**src/rtl/slice_pkg.sv**
```systemverilog
// Shared types for the slice pass-through block: nibble width and the
// descending/ascending 4-bit views used to exercise range conversion.
package slice_pkg;

    localparam int NIB_W = 4;

    // Natural descending nibble, bit 3 is the MSB.
    typedef logic [NIB_W-1:0] nibble_t;

    // Ascending nibble, bit 0 is the MSB (leftmost).
    typedef logic [0:NIB_W-1] nibble_asc_t;

endpackage : slice_pkg

```
**src/rtl/nib_slice.sv**
```systemverilog
// One 4-bit slice: copies a descending nibble into an ascending
// intermediate and back again. Whole-vector assignments map left bit to left
// bit, so the MSB stays the MSB and the net effect is identity. Plain
// continuous assigns keep X/Z untouched.
module nib_slice
    import slice_pkg::*;
(
    input  nibble_t i_nib,
    output nibble_t o_nib
);

    nibble_asc_t w_asc;

    // Descending [3:0] -> ascending [0:3], MSB to MSB.
    assign w_asc = i_nib;

    // Ascending [0:3] -> descending [3:0], MSB to MSB.
    assign o_nib = w_asc;

endmodule : nib_slice

```
**src/rtl/slice_passthru.sv**
```systemverilog
// Slice/range-reversal pass-through. The o path is purely combinational and
// independent of clk/rst. o_q is a registered copy of i, and chg pulses for
// one cycle after o_q takes a new value. WIDTH must be a multiple of 4.
module slice_passthru
    import slice_pkg::*;
#(
    parameter int WIDTH = 8
) (
    input  logic             clk,
    input  logic             rst,
    output logic [WIDTH-1:0] o,
    input  logic [WIDTH-1:0] i,
    output logic [WIDTH-1:0] o_q,
    output logic             chg
);

    // Number of 4-bit slices; derived, not a parameter.
    localparam int NIB = WIDTH / NIB_W;

    logic [WIDTH-1:0] w_o;
    logic [WIDTH-1:0] r_o_q;
    logic             r_chg;

    // Split i into nibbles, route each through the range-conversion slice and
    // reassemble in the original slice order.
    for (genvar g = 0; g < NIB; g++) begin : g_nib
        nib_slice u_nib_slice (
            .i_nib (i[g*NIB_W +: NIB_W]),
            .o_nib (w_o[g*NIB_W +: NIB_W])
        );
    end

    assign o = w_o;

    // Register i and flag a change against the pre-edge registered value.
    // Case inequality so that an X arriving on i counts as a change.
    always_ff @(posedge clk) begin
        if (rst) begin
            r_o_q <= '0;
            r_chg <= 1'b0;
        end else begin
            r_o_q <= i;
            r_chg <= (i !== r_o_q);
        end
    end

    assign o_q = r_o_q;
    assign chg = r_chg;

endmodule : slice_passthru

```
**config.mk**
```make
export PLATFORM = sky130hd
export DESIGN_NAME = slice_passthru
export DESIGN_NICKNAME = d
export VERILOG_FILES = /design/src/rtl/slice_pkg.sv /design/src/rtl/nib_slice.sv /design/src/rtl/slice_passthru.sv
export SDC_FILE = /design/constraint.sdc
export NUM_CORES = 1
export LEC_CHECK = 0
export CORE_MARGIN = 10
export CORE_UTILIZATION = 25
export CTS_CLUSTER_DIAMETER = 80
export DETAILED_ROUTE_END_ITERATION = 8
export GPL_TIMING_DRIVEN = 0
export PLACE_DENSITY_LB_ADDON = 0.15
export RECOVER_POWER = 25
export SLEW_MARGIN = 20
export SYNTH_ARGS = -nofsm -noshare
export SYNTH_HDL_FRONTEND = slang
export SYNTH_SLANG_ARGS = --single-unit
```
**constraint.sdc**
```tcl
create_clock -name clk -period 1.2 [get_ports clk]
set_input_delay 0.12 -clock clk [delete_from_list [all_inputs] [get_ports clk]]
set_output_delay 0.12 -clock clk [all_outputs]
set_load 0.05 [all_outputs]
```
==> results.cfg, run 1 <==
[power_and_ir_drop]
peakVddDrop_uv = 698
power_uw = 793
powerDensity_nw_per_um2 = 1210
p_leak_nw = 0.298

[cts]
clock_sinks = 9
tritoncts = yes
postCtsHoldBufs = 0
cts.clk_slew.worst_paths_ns = 0.06
cts_buffers = 3
cts_root_buffer = clkbuf_4
cts_buffer_depth = 2
cts_max_level = 1
clock_latency_ns = 0.26

[timing]
maxSlewViolCount = 0
maxSlewHeadroom = 0.784
fmax_mhz = 891
finalHoldViolations = 0
worst_slew_pin_slew_ns = 0.323
fin_crit_sh = 0.935
holdWs_ns = 0.486
clock_skew_ns = 0.00602
setup_viol = 0
min_period_ns = 1.12
rsz0062_at_grt = false

[worst_setup_path]
rrSetupSlack_ns = 0.23
worstPathMaxFanout = 3
end_kind = output pin
critPathLaunchType = input pin
r2r_start = o_q[0]
crit_path_cell_trace = clkdlybuf4s50_1 -> buf_4 -> buf_2
cp_top_family = buffers and inverters
max_stage_delay_ns = 0.51
critPathBufInv = 3
critPathArrivalTime_ns = 1.00
reg2reg_depth = 3
required_ns = 1.08
crit_path_top_delay_cell = clkdlybuf4s50_1
rr_endpoint = chg
path_class = in2out

[hold_path]
hold_path.startpoint = i[5]
min-delay-path-class = in2reg
holdPathEnd = o_q[5]
holdPathStages = 2

[routing]
num_vias = 333
firstDrtPassIters = 2
remaining_drc_errors = 0
routedWlPerCell_um = 12.0
drt_first_iter_violations = 3
routed_wl_um = 970
vias_per_cell = 4.11
ant_nets = 0

[synth]
synth.net_count = 46
syn_area_um2 = 378
yosys_warnings = 0
yosysSeqAreaShare = 0.477
synth-seq-cells = 9
synthCells = 36
ys_types = 6
syn_area_per_cell_um2 = 10.5

[floorplan]
num_rows = 13
initial_core_util = 0.277
core_area_um2 = 1370
die_area_um2 = 3470
dieHeight_um = 58.9
pin_count = 27
die_w_um = 58.9

[layout]
fillCellCount = 146
drive_gt1_frac = 0.485
multiInputGateArea_um2 = 138
ff_latch_area_um2 = 185
design_area_um2 = 656
area_growth_pct = 73.5
diodes = 0
num-nets-final = 77

[grt]
grt_pass1_vias = 309
grt_start_max_net_pins = 10
grt_use_total = 0.0614
grt_antenna_before_repair = 0
grt_pass1_wl_mm = 1.55
overflow = 0

[outcome]
status = finished, final reports clean

[job]
cap_violations = 0

[placement]
dpl-instance-area_um2 = 662
portBuffers = 26
dp_hpwl_um = 818
gp_congestion = 0.591
## cell families after synthesis
family / count (synthesis) / synth area share
xor gates and xnor gates: 8 / 0.185
DFF: 9 / 0.477
and+or+nand+nor: 10 / 0.166
buffers and inverters: 8 / 0.159
AOI/OAI and AO/OA: 1 / 0.0132
## synth_stat cells
master	n	area, um2
dfxtp_1	9	180
a21oi_1	1	5.00
nor2b_1	8	50.1
buf_4	8	60.1
nor4_1	2	12.5
xor2_1	8	70.1
## what timing repair did
action,4_1_cts,5_1_grt
setup buffers,0,0
endpoints found under the setup margin,17,1
resized for setup,65,1
## worst max path at each step
stage                       to  cells after the start   start
after floorplan            chg                      3  o_q[4]
after global placement    o[7]                      3    i[7]
after detailed placement  o[7]                      3    i[7]
after CTS                  chg                      1     chg
after global routing       chg                      4    i[0]
final                     o[4]                      3    i[4]
## where the power goes
part	total, mW	internal (mW)	switching (mW)
Sequential	0.326	0.317	0.00918
Clock	0.227	0.128	0.0993
Combinational	0.240	0.0901	0.150
## worst reg2reg max path: cells and delay by family (launching register included)
kind	cells	cell delay (ns)
flip-flops	1	0.32
AND/OR/NAND/NOR	1	0.29
XOR/XNOR	1	0.14
AO/OA/AOI/OAI	1	0.10
## sequential cells by signal, indices dropped and copies added (netlist names)
| name | flops |
|---|---|
| chg | 1 |
| o_q | 8 |
## area by class of cell
type | count | share of cell area
Timing Repair Buffer | 26 | 0.347
Sequential cell | 9 | 0.282
Multi-Input combinational cell | 19 | 0.210
Buffer | 8 | 0.0916
Clock buffer | 4 | 0.0401
Tap cell | 15 | 0.0286
## placed cells by master (no fill, tap or decap)
cell             instances
nor4_1                   2
dfxtp_1                  5
clkdlybuf4s50_1          8
clkbuf_1                 1
buf_4                    9
dlygate4sd3_1            1
xor2_1                   8
clkdlybuf4s15_2          8
clkbuf_4                 3
clkbuf_2                 1
a21oi_1                  1
buf_2                    7
dfxtp_2                  4
nor2b_1                  8
## metal layers
| metal | up-vias | track usage | part of all wire |
|---|---|---|---|
| met4 | 0 | 0.0197 | 0 |
| met3 | 0 | 0.0558 | 0.12 |
| met5 | - | 0 | 0 |
| met2 | 17 | 0.0856 | 0.47 |
| li1 | 167 | - | - |
| met1 | 149 | 0.0651 | 0.41 |
## metrics by stage
step	setup TNS (ns)	worst slack, ns	utilization	std cells
2_1_floorplan	0	0.0249	-	36
3_3_place_gp	-4.22	-0.483	0.484	77
3_5_place_dp	-4.24	-0.482	0.484	77
4_1_cts	0	0.00531	0.484	81
5_1_grt	0	0.0193	0.480	81
6_report	0	0.0781	0.480	81
No activity file was read; power rests on OpenSTA's default activity.
==> inputs of run 2 (changes only) <==
--- a/config.mk
+++ b/config.mk
@@ -5,6 +5,8 @@
 export SDC_FILE = /design/constraint.sdc
 export NUM_CORES = 1
 export LEC_CHECK = 0
+export ABC_CLOCK_PERIOD_IN_PS = 1200
+export CAP_MARGIN = 25
 export CORE_MARGIN = 10
 export CORE_UTILIZATION = 25
 export CTS_CLUSTER_DIAMETER = 80
==> results of run 2 <==
Final layout, timing and power as in run 1 (identical DEF).
